**config.mk**
```make
export PLATFORM = sky130hd
export DESIGN_NAME = kf8255_bus_initiator_flat
export DESIGN_NICKNAME = d
export VERILOG_FILES = /design/src/rtl/kf8255_bus_initiator_if.sv /design/src/rtl/kf8255_bus_initiator.sv /design/src/flat_wrapper.sv
export SDC_FILE = /design/constraint.sdc
export NUM_CORES = 1
export LEC_CHECK = 0
export ABC_AREA = 1
export BUFFER_PORTS_ARGS = -buffer_cell sky130_fd_sc_hd__buf_2
export CORE_MARGIN = 2
export CORE_UTILIZATION = 50
export CTS_CLUSTER_DIAMETER = 120
export DETAILED_ROUTE_END_ITERATION = 10
export GPL_ROUTABILITY_DRIVEN = 0
export PLACE_DENSITY = 0.75
export SLEW_MARGIN = 40
export SYNTH_ARGS = -nofsm -noshare
export SYNTH_HDL_FRONTEND = slang
export SYNTH_SLANG_ARGS = --single-unit
```
**constraint.sdc**
```tcl
create_clock -name clock -period 2.04 [get_ports clock]
set_clock_uncertainty 0.1 [all_clocks]
set_input_delay 0.408 -clock clock [delete_from_list [all_inputs] [get_ports clock]]
set_output_delay 0.408 -clock clock [all_outputs]
set_load 0.02 [all_outputs]
```
**src/rtl/kf8255_bus_initiator_if.sv**
```systemverilog
// Request/response handshake and 8255 CPU-side bus bundled for the bus initiator.
// master = the initiator itself; slave = the fabric plus responder side.
interface kf8255_bus_initiator_if;
   logic       req_valid;
   logic       req_ready;
   logic       req_write;
   logic [1:0] req_address;
   logic [7:0] req_wdata;
   logic       rsp_valid;
   logic [7:0] rsp_rdata;
   logic       chip_select_n;
   logic       read_enable_n;
   logic       write_enable_n;
   logic [1:0] address;
   logic [7:0] data_bus_out;
   logic       data_bus_oe;
   logic [7:0] data_bus_in;

   modport master (
      input  req_valid, req_write, req_address, req_wdata, data_bus_in,
      output req_ready, rsp_valid, rsp_rdata,
      output chip_select_n, read_enable_n, write_enable_n,
      output address, data_bus_out, data_bus_oe
   );

   modport slave (
      output req_valid, req_write, req_address, req_wdata, data_bus_in,
      input  req_ready, rsp_valid, rsp_rdata,
      input  chip_select_n, read_enable_n, write_enable_n,
      input  address, data_bus_out, data_bus_oe
   );
endinterface

```
**src/rtl/kf8255_bus_initiator.sv**
```systemverilog
// Turns valid/ready requests into timed 8255 read/write bus cycles with a
// one-cycle response pulse; every bus pin is driven straight from a flop.
module kf8255_bus_initiator #(
   parameter int unsigned SETUP_CYCLES    = 1,
   parameter int unsigned STROBE_CYCLES   = 3,
   parameter int unsigned HOLD_CYCLES     = 1,
   parameter int unsigned RECOVERY_CYCLES = 2
) (
   input  logic                        clock,
   input  logic                        reset_n,
   kf8255_bus_initiator_if.master      bus,
   output logic [2:0]                  o_dbg_state
);

   typedef enum logic [2:0] {
      IDLE    = 3'd0,
      SETUP   = 3'd1,
      STROBE  = 3'd2,
      HOLD    = 3'd3,
      RECOVER = 3'd4
   } state_t;

   generate
      if (SETUP_CYCLES < 1 || SETUP_CYCLES > 255 ||
          STROBE_CYCLES < 1 || STROBE_CYCLES > 255 ||
          HOLD_CYCLES < 1 || HOLD_CYCLES > 255 ||
          RECOVERY_CYCLES > 255) begin : g_bad_timing
         $error("kf8255_bus_initiator: timing parameter out of range");
      end
   endgenerate

   // Counter reload values: each state lasts (reload + 1) cycles.
   localparam logic [7:0] L_SETUP   = 8'(SETUP_CYCLES - 1);
   localparam logic [7:0] L_STROBE  = 8'(STROBE_CYCLES - 1);
   localparam logic [7:0] L_HOLD    = 8'(HOLD_CYCLES - 1);
   localparam logic [7:0] L_RECOVER = 8'((RECOVERY_CYCLES == 0) ? 0 : RECOVERY_CYCLES - 1);

   state_t     r_state;
   logic [7:0] r_count;
   logic       r_write;
   logic       r_cs_n;
   logic       r_re_n;
   logic       r_we_n;
   logic [1:0] r_address;
   logic [7:0] r_data_out;
   logic       r_oe;
   logic       r_rsp_valid;
   logic [7:0] r_rsp_rdata;

   // Handshake: a request transfers on a rising edge where req_valid and
   // req_ready are both high; req_ready is high only while the FSM is IDLE.
   always_ff @(posedge clock or negedge reset_n) begin
      if (!reset_n) begin
         r_state     <= IDLE;
         r_count     <= 8'd0;
         r_write     <= 1'b0;
         r_cs_n      <= 1'b1;
         r_re_n      <= 1'b1;
         r_we_n      <= 1'b1;
         r_address   <= 2'd0;
         r_data_out  <= 8'd0;
         r_oe        <= 1'b0;
         r_rsp_valid <= 1'b0;
         r_rsp_rdata <= 8'd0;
      end else begin
         r_rsp_valid <= 1'b0;
         case (r_state)
            IDLE: begin
               if (bus.req_valid) begin
                  r_write    <= bus.req_write;
                  r_address  <= bus.req_address;
                  r_data_out <= bus.req_wdata;
                  r_oe       <= bus.req_write;
                  r_cs_n     <= 1'b0;
                  r_count    <= L_SETUP;
                  r_state    <= SETUP;
               end
            end
            SETUP: begin
               if (r_count == 8'd0) begin
                  r_count <= L_STROBE;
                  r_state <= STROBE;
                  if (r_write) r_we_n <= 1'b0;
                  else         r_re_n <= 1'b0;
               end else begin
                  r_count <= r_count - 8'd1;
               end
            end
            STROBE: begin
               if (r_count == 8'd0) begin
                  r_we_n  <= 1'b1;
                  r_re_n  <= 1'b1;
                  if (!r_write) r_rsp_rdata <= bus.data_bus_in;
                  r_count <= L_HOLD;
                  r_state <= HOLD;
               end else begin
                  r_count <= r_count - 8'd1;
               end
            end
            HOLD: begin
               if (r_count == 8'd0) begin
                  r_cs_n      <= 1'b1;
                  r_oe        <= 1'b0;
                  r_rsp_valid <= 1'b1;
                  r_count     <= L_RECOVER;
                  r_state     <= (RECOVERY_CYCLES == 0) ? IDLE : RECOVER;
               end else begin
                  r_count <= r_count - 8'd1;
               end
            end
            RECOVER: begin
               if (r_count == 8'd0) r_state <= IDLE;
               else                 r_count <= r_count - 8'd1;
            end
            default: r_state <= IDLE;
         endcase
      end
   end

   assign bus.req_ready      = (r_state == IDLE);
   assign bus.rsp_valid      = r_rsp_valid;
   assign bus.rsp_rdata      = r_rsp_rdata;
   assign bus.chip_select_n  = r_cs_n;
   assign bus.read_enable_n  = r_re_n;
   assign bus.write_enable_n = r_we_n;
   assign bus.address        = r_address;
   assign bus.data_bus_out   = r_data_out;
   assign bus.data_bus_oe    = r_oe;
   assign o_dbg_state        = r_state;

endmodule

```
**src/flat_wrapper.sv**
```systemverilog
// flat-port wrapper written by rule: the top's interface ports become plain ports
module kf8255_bus_initiator_flat 
#(
   parameter int unsigned SETUP_CYCLES    = 1,
   parameter int unsigned STROBE_CYCLES   = 3,
   parameter int unsigned HOLD_CYCLES     = 1,
   parameter int unsigned RECOVERY_CYCLES = 2
)
  (clock, reset_n, o_dbg_state, bus_req_valid, bus_req_write, bus_req_address, bus_req_wdata, bus_data_bus_in, bus_req_ready, bus_rsp_valid, bus_rsp_rdata, bus_chip_select_n, bus_read_enable_n, bus_write_enable_n, bus_address, bus_data_bus_out, bus_data_bus_oe);
  kf8255_bus_initiator_if bus_i ();
  input  logic clock;
  input  logic reset_n;
  output logic [2:0] o_dbg_state;
  input wire logic [$bits(bus_i.req_valid)-1:0] bus_req_valid;
  input wire logic [$bits(bus_i.req_write)-1:0] bus_req_write;
  input wire logic [$bits(bus_i.req_address)-1:0] bus_req_address;
  input wire logic [$bits(bus_i.req_wdata)-1:0] bus_req_wdata;
  input wire logic [$bits(bus_i.data_bus_in)-1:0] bus_data_bus_in;
  output wire logic [$bits(bus_i.req_ready)-1:0] bus_req_ready;
  output wire logic [$bits(bus_i.rsp_valid)-1:0] bus_rsp_valid;
  output wire logic [$bits(bus_i.rsp_rdata)-1:0] bus_rsp_rdata;
  output wire logic [$bits(bus_i.chip_select_n)-1:0] bus_chip_select_n;
  output wire logic [$bits(bus_i.read_enable_n)-1:0] bus_read_enable_n;
  output wire logic [$bits(bus_i.write_enable_n)-1:0] bus_write_enable_n;
  output wire logic [$bits(bus_i.address)-1:0] bus_address;
  output wire logic [$bits(bus_i.data_bus_out)-1:0] bus_data_bus_out;
  output wire logic [$bits(bus_i.data_bus_oe)-1:0] bus_data_bus_oe;
  assign bus_i.req_valid = bus_req_valid;
  assign bus_i.req_write = bus_req_write;
  assign bus_i.req_address = bus_req_address;
  assign bus_i.req_wdata = bus_req_wdata;
  assign bus_i.data_bus_in = bus_data_bus_in;
  assign bus_req_ready = bus_i.req_ready;
  assign bus_rsp_valid = bus_i.rsp_valid;
  assign bus_rsp_rdata = bus_i.rsp_rdata;
  assign bus_chip_select_n = bus_i.chip_select_n;
  assign bus_read_enable_n = bus_i.read_enable_n;
  assign bus_write_enable_n = bus_i.write_enable_n;
  assign bus_address = bus_i.address;
  assign bus_data_bus_out = bus_i.data_bus_out;
  assign bus_data_bus_oe = bus_i.data_bus_oe;
  kf8255_bus_initiator #(.SETUP_CYCLES(SETUP_CYCLES), .STROBE_CYCLES(STROBE_CYCLES), .HOLD_CYCLES(HOLD_CYCLES), .RECOVERY_CYCLES(RECOVERY_CYCLES)) u_core (.clock(clock), .reset_n(reset_n), .bus(bus_i), .o_dbg_state(o_dbg_state));
endmodule
```
# Word-level counts from Yosys, hierarchy flattened
# Cells that the tools add are included.
# classes
n_bitwise,1
n_reduce_logical,12
n_eq_ne,12
n_mux,26
n_addsub,1
# ops
op,n
$mux 8,5
$pmux 8 s5,1
$mux 3,5
$pmux 3 s5,1
$mux 1,10
$ne 2x1->1 const B,5
$reduce_and 3->1,3
$logic_not 8->1,1
$pmux 1 s2,4
$reduce_and 4->1,2
$sub 8x1->8 const B,1
$eq 3x2->1 const B,2
$ne 2x2->1 const B,3
$reduce_and 5->1,1
$reduce_bool 5->1,1
$reduce_bool 2->1,2
$eq 3x1->1 const B,1
$eq 3x3->1 const B,1
$logic_not 3->1,1
$reduce_and 2->1,1
$not 1->1,1
# word_totals
in_bits,22
register_bits,35
word_cells,63
out_inout_bits,27

# Depth between registers and ports, before layout
# Gate-level depths: netlist of run 1.
# logic_depth
depth_word,3
ltp_mapped,11
ltp_nobuf,11

# Worst setup path after synthesis of run 1
# OpenSTA, ideal clock, no wires.
# synth_path
path_kind,register to register
startpoint,reg u_core.r_count[0]
endpoint,reg u_core.r_count[4]
n_path_buf,1
arrival_ps,1435
path_slack_ps,393
required_ps,1827
stages_incl_launch_ff,11
cell_sequence,dfrtp_1 -> inv_1 -> ha_1 -> nand2_2 -> o21ai_4 -> nand2_4 -> buf_6 -> nand3_1 -> nand2_1 -> nand2_1 -> inv_1
# synth_between
elab_chain_len,3
elab_cells_between_ends,9
classes_between,add/sub (1); eq/ne (1); mux (5); reduce/logical (2)
# synth_lines
item,line_no,text
from (decl),kf8255_bus_initiator.sv:39,logic [7:0] r_count;
from (signal assigned),kf8255_bus_initiator.sv:86,r_count <= r_count - 8'd1;
from (signal assigned),kf8255_bus_initiator.sv:97,r_count <= r_count - 8'd1;
from (signal assigned),kf8255_bus_initiator.sv:108,r_count <= r_count - 8'd1;
$sub 8x1->8 or $logic_not 8->1 (tied branches),n/a,
$mux 8 (tied with other cells),kf8255_bus_initiator.sv:112,if (r_count == 8'd0) r_state <= IDLE;
$pmux 8 s5 or $reduce_and 3->1 (tied branches),n/a,
# Several ways; a longest one is shown, not always the timed one. The select of a mux whose other input is x is not followed.
# A chain may end at the register's enable or synchronous reset.

# Worst setup path after layout of run 1
# layout_path
startpoint,"reg u_core.r_state[0], in the netlist u_core.o_dbg_state[0]"
endpoint,out bus_req_ready
# layout_between
elab_chain_len,1
# layout_lines
item,line_no,text
from (decl),kf8255_bus_initiator.sv:38,state_t r_state;
from (signal assigned),kf8255_bus_initiator.sv:106,r_state <= (RECOVERY_CYCLES == 0) ? IDLE : RECOVER;
$logic_not 3->1,kf8255_bus_initiator.sv:120,assign bus.req_ready = (r_state == IDLE);
to (decl),flat_wrapper.sv:19,output wire logic [$bits(bus_i.req_ready)-1:0] bus_req_ready;
# Every way passes these cells.

==> impl_metrics.ini, run 1 <==
[placement]
portBuffers = 48
hpwl_um = 2490

[yosys]
synth_top_area_cell = dfrtp_1
syn_area_um2 = 1760
ys_ff_latch = 35
syn-num-nets = 245
syn_avg_cell_area_um2 = 7.91
synth.distinct_cells = 24
synth_cells = 222
ys_top_cells_by_area = dfrtp_1, nand2_1, inv_1
yosysSeqAreaShare_pct = 50.1
yosysWarnings = 0
yosysTopAreaCellShare_pct = 45.6

[final_layout]
mostFrequentLayoutCells = nand2_1, buf_2, inv_1, dfrtp_1, nor2_1
final_net_count = 299
diodes = 0
drive_gt1_share_pct = 30.3
final_util_pct = 63.4
final_common_cell = nand2_1
area_delta_synth_final_pct = 21.3

[timing]
tightest_slew_ps = 420
relSlewSlack_pct = 72.0
rsz0062_at_grt = no
setup_viol = 0
clock.fmax_ghz = 0.527
final-hold-violation-count = 0
drv_slew = 0
setup_tns_ps = 0
fin_crit_ps = 1900
period_share_pct = 93.0

[global_route]
grt_overflow = 0
grtUsageTotal_pct = 19.3
grt_max_degree = 36
antenna_found_initial = 0
grt_first_pass_wirelength_um = 6100
first_global_vias = 1419

[floorplanning]
initial_core_util_pct = 52.2
core_um2 = 3360
rows = 21
die_width_um = 63.3
die_area_um2 = 4000
top_level_ports = 49
die_h_um = 63.3

[cts]
ctsRootBufferMaster = clkbuf_4
htreeDepth = 2
numCtsBuffers = 5
cts_setup_buffers = 0
clock-sinks = 35
insertion_delay_ps = 340
cts_max_path_buffers = 2
clk_pin_slew_worst_paths_ps = 120
cts_tree = done

[worst_setup_path]
worst-r2r-setup-slack_ps = 280
start_kind = register
timing.rr.end = u_core.r_count[7]
reg2reg_depth = 9
end_kind = primary output
setup.worst_path.class = reg2out
crit_required_ps = 1530
reg2reg_from = u_core.r_count[0]
worst-path-max-fanout = 6
cp_data_arrival_time_ps = 1390

[route]
firstDrtPassIters = 4
detail-route-antenna-nets = 0
wire_per_inst_um = 10.2
routed_wl_um = 3300
remaining_drc_errors = 0
vias = 1462
viasPerCell = 4.53
drt_iter0_markers = 34

[power]
p_per_area_nw_per_um2 = 577
peakVddDrop_uv = 431
power.leakage_nw = 1.25

[min_path]
min-delay-start = bus_req_wdata[7]
whs_path_depth = 3
worstHoldPathType = in2reg
hold_path_end = u_core.bus.data_bus_out[7]

[outcome]
run_status = finished, final reports clean

[flow_run]
maxCapViolCount = 0
-- layout make-up --
class | instances | area, um^2
clock buffers | 7 | 65.1
clock inverters | 1 | 7.51
fillers | 346 | 1230
inverters | 36 | 138
multi-input cells | 147 | 718
flip-flops and latches | 35 | 880
well taps | 46 | 57.6
repair buffers | 51 | 265
-- cell families (layout without fill, tap and decap cells) --
kind of cell    Yosys count  in the layout  synth area share (%)
fa+ha+maj                 1              1                 0.712
buf+inv                  40             95                  9.33
simple gates            127            127                  33.5
flops                    35             35                  50.1
compound gates           19             19                  6.41
-- worst max-delay path: stages (launching register included) --
cell and delay, ps:
dfrtp_1 500, nor2_4 200, nand2_1 110, inv_1 80, buf_2 160
-- worst max path at each step --
stage                     slack (ps)                 to                  start  cells after the start
final                            140      bus_req_ready  u_core.o_dbg_state[0]                      4
after global routing              50      bus_req_ready  u_core.o_dbg_state[0]                      4
after CTS                         20      bus_req_ready  u_core.o_dbg_state[0]                      4
after detailed placement         300  u_core.r_count[2]      u_core.r_count[0]                      8
after global placement           380  u_core.r_count[7]      u_core.r_count[0]                      9
after floorplan                  390  u_core.r_count[4]      u_core.r_count[0]                     10
-- where the power goes --
part,leakage (nW),internal [mW],total [mW],switching [mW]
clock network,0.0375,0.201,0.437,0.236
logic,0.820,0.0311,0.0789,0.0478
registers,0.393,0.707,0.714,0.00653
total,1.25,0.940,1.23,0.290
-- synthesized netlist by cell type, drive strengths merged --
library cell / instances
a21oi: 3
dfrtp: 32
o31ai: 1
ha: 1
buf: 4
dfstp: 3
o21ai: 15
nand2: 90
nand3: 13
nor2: 22
inv: 36
nand4: 2
-- flip-flops by register name, indices dropped and copies added, names as in the netlist, 2 cells and up --
register / cells
u_core.bus.data_bus_out: 8
u_core.bus.rsp_rdata: 8
u_core.r_count: 8
u_core.o_dbg_state: 3
u_core.bus.address: 2
-- per-layer routing --
metal / GRT usage, % / share of wire, % / wire (um)
met1: 25.2 / 46 / 1530
met2: 31.0 / 45 / 1500
met3: 6.43 / 6.9 / 227
met4: 4.89 / 1.2 / 40
met5: 0 / 0 / 0
-- per-stage QoR --
stage	hold slack (ps)	cell area, um^2	power [mW]	worst slack [ps]	instances
2_1_floorplan	12.4	1760	0.758	393	222
3_3_place_gp	350	2040	0.805	377	314
3_5_place_dp	356	2040	0.807	297	314
4_1_cts	148	2130	1.25	24.2	323
5_1_grt	155	2130	1.29	45.9	323
6_report	161	2130	1.23	143	323
-- what timing repair did --
action	in CTS	in global routing
gates resized for setup	0	1
hold buffers	1	0
hold endpoints to repair	32	0
endpoints found under the setup margin	0	1
(Power assumes the default switching activity.)
==> run 2, diff against run 1 <==
--- a/config.mk
+++ b/config.mk
@@ -7,9 +7,10 @@
 export LEC_CHECK = 0
 export ABC_AREA = 1
 export BUFFER_PORTS_ARGS = -buffer_cell sky130_fd_sc_hd__buf_2
-export CORE_MARGIN = 2
+export CORE_MARGIN = 4
 export CORE_UTILIZATION = 50
 export CTS_CLUSTER_DIAMETER = 120
+export CTS_CLUSTER_SIZE = 40
 export DETAILED_ROUTE_END_ITERATION = 10
 export GPL_ROUTABILITY_DRIVEN = 0
 export PLACE_DENSITY = 0.75
==> run 2 against run 1 <==
Final area fell by 1.1%. Non-clock buffer count fell by 1. Critical path type unchanged. Die area is 13% higher. Highest routed layer unchanged. Count of clock-buffer cells in the layout down 1. Cell count fell by 0.31%. Hold slack better by 2.9 ps.
==> impl_metrics.ini, run 2 (synthesized netlist as in run 1, its figures left out) <==
[timing]
final.setup.worst_slack_ps = 151
setup_tns_ps = 0
fin_crit_ps = 1890
setup_viol = 0
clock.fmax_ghz = 0.529
rsz0062_at_grt = no
relSlewSlack_pct = 71.8
final-hold-violation-count = 0
drv_slew = 0
period_share_pct = 92.6
tightest_slew_ps = 423

[final_layout]
area_delta_synth_final_pct = 19.9
final_common_cell = nand2_1
final_util_pct = 62.6
final_net_count = 298
mostFrequentLayoutCells = nand2_1, buf_2, inv_1, dfrtp_1, nor2_1
diodes = 0
drive_gt1_share_pct = 29.7
post_layout_nonfiller_instances = 322

[cts]
clk_pin_slew_worst_paths_ps = 110
clock-sinks = 35
cts_max_path_buffers = 2
insertion_delay_ps = 340
htreeDepth = 2
numCtsBuffers = 5
ctsRootBufferMaster = clkbuf_4
cts_tree = done

[worst_setup_path]
startpoint = u_core.o_dbg_state[0]
reg2reg_from = u_core.r_count[0]
worst-path-max-fanout = 6
critPathSlowestCell = dfrtp_1
end_kind = primary output
crit_chain = nor2_4, nand2_1, inv_1, buf_2
setup.worst_path.class = reg2out
worst-r2r-setup-slack_ps = 270
crit_required_ps = 1530
max_stage_delay_ps = 490
reg2reg_depth = 8
cp_data_arrival_time_ps = 1380
start_kind = register
timing.rr.end = u_core.r_count[3]

[min_path]
worstHoldPathType = in2reg
whs_path_depth = 3
hold_path_end = u_core.bus.data_bus_out[0]
min-delay-start = bus_req_wdata[0]

[placement]
hpwl_um = 2640
portBuffers = 48
placed_cells = 313
post-place-ws_ps = 269

[route]
firstDrtPassIters = 4
viasPerCell = 4.65
met1_length_um = 1560
vias = 1498
routed_wl_um = 3480
wl_met3_um = 267
remaining_drc_errors = 0
detail-route-antenna-nets = 0
dr_wl_met2_um = 1600
dr.max_layer_used = met4
drt_iter0_markers = 50
wire_per_inst_um = 10.8

[floorplanning]
rows = 21
die_h_um = 67.3
core_um2 = 3360
die_area_um2 = 4530
top_level_ports = 49
initial_core_util_pct = 52.2
die_width_um = 67.3

[global_route]
grt_overflow = 0
grtUsageTotal_pct = 17.9
grt_max_degree = 36
first_global_vias = 1409
grt_first_pass_wirelength_um = 6010
antenna_found_initial = 0

[flow_run]
maxCapViolCount = 0

[power]
peakVddDrop_uv = 310
power.leakage_nw = 1.24
p_per_area_nw_per_um2 = 552

[outcome]
run_status = finished, final reports clean
[run 2: how the worst max path moves through the flow]
stage | depth (start not counted) | endpoint
finish | 4 | bus_req_ready
global route | 4 | bus_req_ready
CTS | 4 | bus_req_ready
detailed placement | 8 | u_core.r_count[3]
global placement | 9 | u_core.r_count[7]
floorplan | 10 | u_core.r_count[4]
[run 2: area by class of cell]
class / count / area [um^2]
clock buffer: 6 / 41.3
tap: 46 / 57.6
sequential: 35 / 880
multi-input combinational: 147 / 718
timing repair buffer: 50 / 260
clock inverter: 2 / 12.5
fill: 355 / 1260
inverter: 36 / 138
[run 2: timing repair]
item | 4_1_cts | 5_1_grt
hold buffers | 0 | 1
endpoints found under the hold margin | 0 | 32
setup buffers | 0 | 0
gates resized for setup | 0 | 1
setup endpoints to repair | 0 | 1
[run 2: where the power goes]
group / switching [mW] / internal (mW)
logic: 0.0487 / 0.0305
registers: 0.00618 / 0.707
clock network: 0.238 / 0.133
[run 2: critical path: cells and delay by family, from the launching register on]
family | cells | cell delay [ps]
flops | 1 | 490
buf+inv | 2 | 240
simple gates | 2 | 310
[run 2: stage by stage]
| stage | area [um^2] | hold slack [ps] | power [mW] |
|---|---|---|---|
| final | 2110 | 164 | 1.16 |
| after floorplan | 1760 | 12.4 | 0.758 |
| after detailed placement | 2040 | 357 | 0.806 |
| after global routing | 2110 | 146 | 1.22 |
| after global placement | 2040 | 350 | 0.804 |
| after CTS | 2090 | 36.3 | 1.18 |
[run 2: routing by layer]
metal  vias to the layer above  global-route usage, %
met3                         7                   6.49
li1                        772                      -
met2                        42                   28.6
met1                       677                   21.7
met4                         0                   7.59
met5                         -                      0
==> run 3, diff against run 2 <==
--- a/config.mk
+++ b/config.mk
@@ -8,12 +8,12 @@
 export ABC_AREA = 1
 export BUFFER_PORTS_ARGS = -buffer_cell sky130_fd_sc_hd__buf_2
 export CORE_MARGIN = 4
-export CORE_UTILIZATION = 50
+export CORE_UTILIZATION = 46
 export CTS_CLUSTER_DIAMETER = 120
 export CTS_CLUSTER_SIZE = 40
 export DETAILED_ROUTE_END_ITERATION = 10
 export GPL_ROUTABILITY_DRIVEN = 0
-export PLACE_DENSITY = 0.75
+export PLACE_DENSITY = 0.73
 export SLEW_MARGIN = 40
 export SYNTH_ARGS = -nofsm -noshare
 export SYNTH_HDL_FRONTEND = slang
==> constraint.sdc (replaced) <==
create_clock -name clock -period 1.7 [get_ports clock]
set_clock_uncertainty 0.1 [all_clocks]
set_input_delay 0.34 -clock clock [delete_from_list [all_inputs] [get_ports clock]]
set_output_delay 0.34 -clock clock [all_outputs]
set_load 0.02 [all_outputs]
==> run 3 against run 2 <==
Sequential share of layout area decreased by 2.5 points. Non-clock buffer count up 6. Power is 46% higher. Register-to-register slack got worse by 130 ps. Combinational power is 21% higher. Setup slack got worse by 64 ps. Global-route usage decreased by 2.1 points. Hold slack got worse by 13 ps. Critical endpoint unchanged. Count of clock-buffer cells in the layout is 1 lower. Sequential power up 20%. Largest power group unchanged. Die area rose by 7.6%. First-iteration DRC count is 50% higher. Largest cell class unchanged.
==> impl_metrics.ini, run 3 (synthesized netlist as in run 1, its figures left out) <==
[route]
routed_wl_um = 3600
wire_per_inst_um = 10.9
firstDrtPassIters = 4
detail-route-antenna-nets = 0
vias = 1536
viasPerCell = 4.64
drt_iter0_markers = 75
remaining_drc_errors = 0

[timing]
setup_tns_ps = 0
tightest_slew_ps = 432
period_share_pct = 94.9
fin_crit_ps = 1610
clock.fmax_ghz = 0.620
relSlewSlack_pct = 71.2
setup_viol = 0
rsz0062_at_grt = no
final-hold-violation-count = 0
drv_slew = 0

[outcome]
run_status = finished, final reports clean

[final_layout]
num-fill-cells = 342
post_layout_nonfiller_instances = 331
final_common_cell = nand2_1
final_util_pct = 61.0
area_delta_synth_final_pct = 28.1
drive_gt1_share_pct = 34.3
mostFrequentLayoutCells = nand2_1, buf_2, inv_1
final_net_count = 305
diodes = 0

[power]
p_total_mw = 1.70
power.leakage_nw = 1.30
peakVddDrop_uv = 621
p_per_area_nw_per_um2 = 753

[floorplanning]
die_h_um = 69.8
rows = 22
top_level_ports = 49
die_width_um = 69.8
die_area_um2 = 4870
initial_core_util_pct = 47.6
core_um2 = 3690

[cts]
cts_tree = done
insertion_delay_ps = 290
clock-sinks = 35
ctsRootBufferMaster = clkbuf_8
cts_max_path_buffers = 2
clk_pin_slew_worst_paths_ps = 70
numCtsBuffers = 5
htreeDepth = 2

[worst_setup_path]
reg2reg_from = u_core.r_count[3]
worst-r2r-setup-slack_ps = 140
cp_data_arrival_time_ps = 1170
setup.worst_path.class = reg2out
start_kind = register
reg2reg_depth = 8
timing.rr.end = u_core.r_count[7]
worst-path-max-fanout = 5
crit_required_ps = 1260
end_kind = primary output

[min_path]
min-delay-start = bus_req_wdata[7]
hold_path_end = u_core.bus.data_bus_out[7]
whs_path_depth = 3
worstHoldPathType = in2reg

[global_route]
grtUsageTotal_pct = 15.8
grt_first_pass_wirelength_um = 6240
antenna_found_initial = 0
first_global_vias = 1435
grt_max_degree = 36
grt_overflow = 0

[placement]
portBuffers = 48
hpwl_um = 2590
placed_cells = 318

[flow_run]
maxCapViolCount = 0
==> run 3: cell count changes in the layout (fill, tap and decap cells not counted), sizes merged <==
cell,previous run,this run
buf,49,55
bufinv,0,1
clkbuf,6,5
clkinv,1,2
clkinvlp,1,0
nand2,90,91
==> run 3: power breakdown <==
group | leakage, nW | total, mW | switching [mW] | internal (mW)
sequential | 0.389 | 0.857 | 0.00791 | 0.849
clock | 0.0581 | 0.743 | 0.306 | 0.436
combinational | 0.848 | 0.0956 | 0.0582 | 0.0374
total | 1.30 | 1.70 | 0.373 | 1.32
==> run 3: layout make-up <==
cell class              count  area [um^2]  area share, %
repair buffers             56          318           14.1
clock inverters             3         43.8           1.95
flip-flops and latches     35          883           39.2
well taps                  48         60.1           2.67
multi-input cells         148          739           32.9
inverters                  36          138           6.11
clock buffers               5         68.8           3.06
==> run 3: repair_timing <==
action / in CTS / in global routing
pin swaps: 0 / 4
resized for setup: 3 / 7
endpoints found under the setup margin: 1 / 8
cloned: 0 / 1
endpoints found under the hold margin: 32 / 0
hold buffers: 1 / 0
setup buffers: 0 / 3
==> run 3: how the worst max path moves through the flow <==
| stage | start | endpoint | slack [ps] |
|---|---|---|---|
| floorplan | u_core.r_count[0] | u_core.r_count[4] | 50 |
| detailed placement | u_core.r_count[0] | u_core.r_count[7] | 90 |
| global placement | u_core.r_count[0] | u_core.bus.rsp_rdata[0] | 160 |
| CTS | u_core.o_dbg_state[2] | bus_req_ready | 0.8 |
| finish | u_core.o_dbg_state[0] | bus_req_ready | 90 |
| global route | u_core.r_count[3] | u_core.r_count[3] | 5 |
==> run 3: critical path, cell delays in order (launching register included) <==
cell and delay (ps):
dfrtp_2 470, nor2_4 150, nand2_2 70, inv_1 70, buf_4 130
==> run 3: routing by layer <==
layer,vias to the layer above,GRT usage (%),part of all wire (%)
met1,694,20.4,45
met5,-,0,0
li1,794,-,-
met4,0,5.32,1.3
met3,6,5.94,7.3
met2,42,24.3,47
==> run 3: per-stage QoR <==
step | instance area (um^2) | setup slack, ps | hold slack, ps
final | 2250 | 87.5 | 151
after global routing | 2250 | 5.37 | 151
after CTS | 2190 | 0.786 | 141
after detailed placement | 2060 | 88.2 | 299
after global placement | 2060 | 157 | 296
after floorplan | 1760 | 52.6 | -55.6
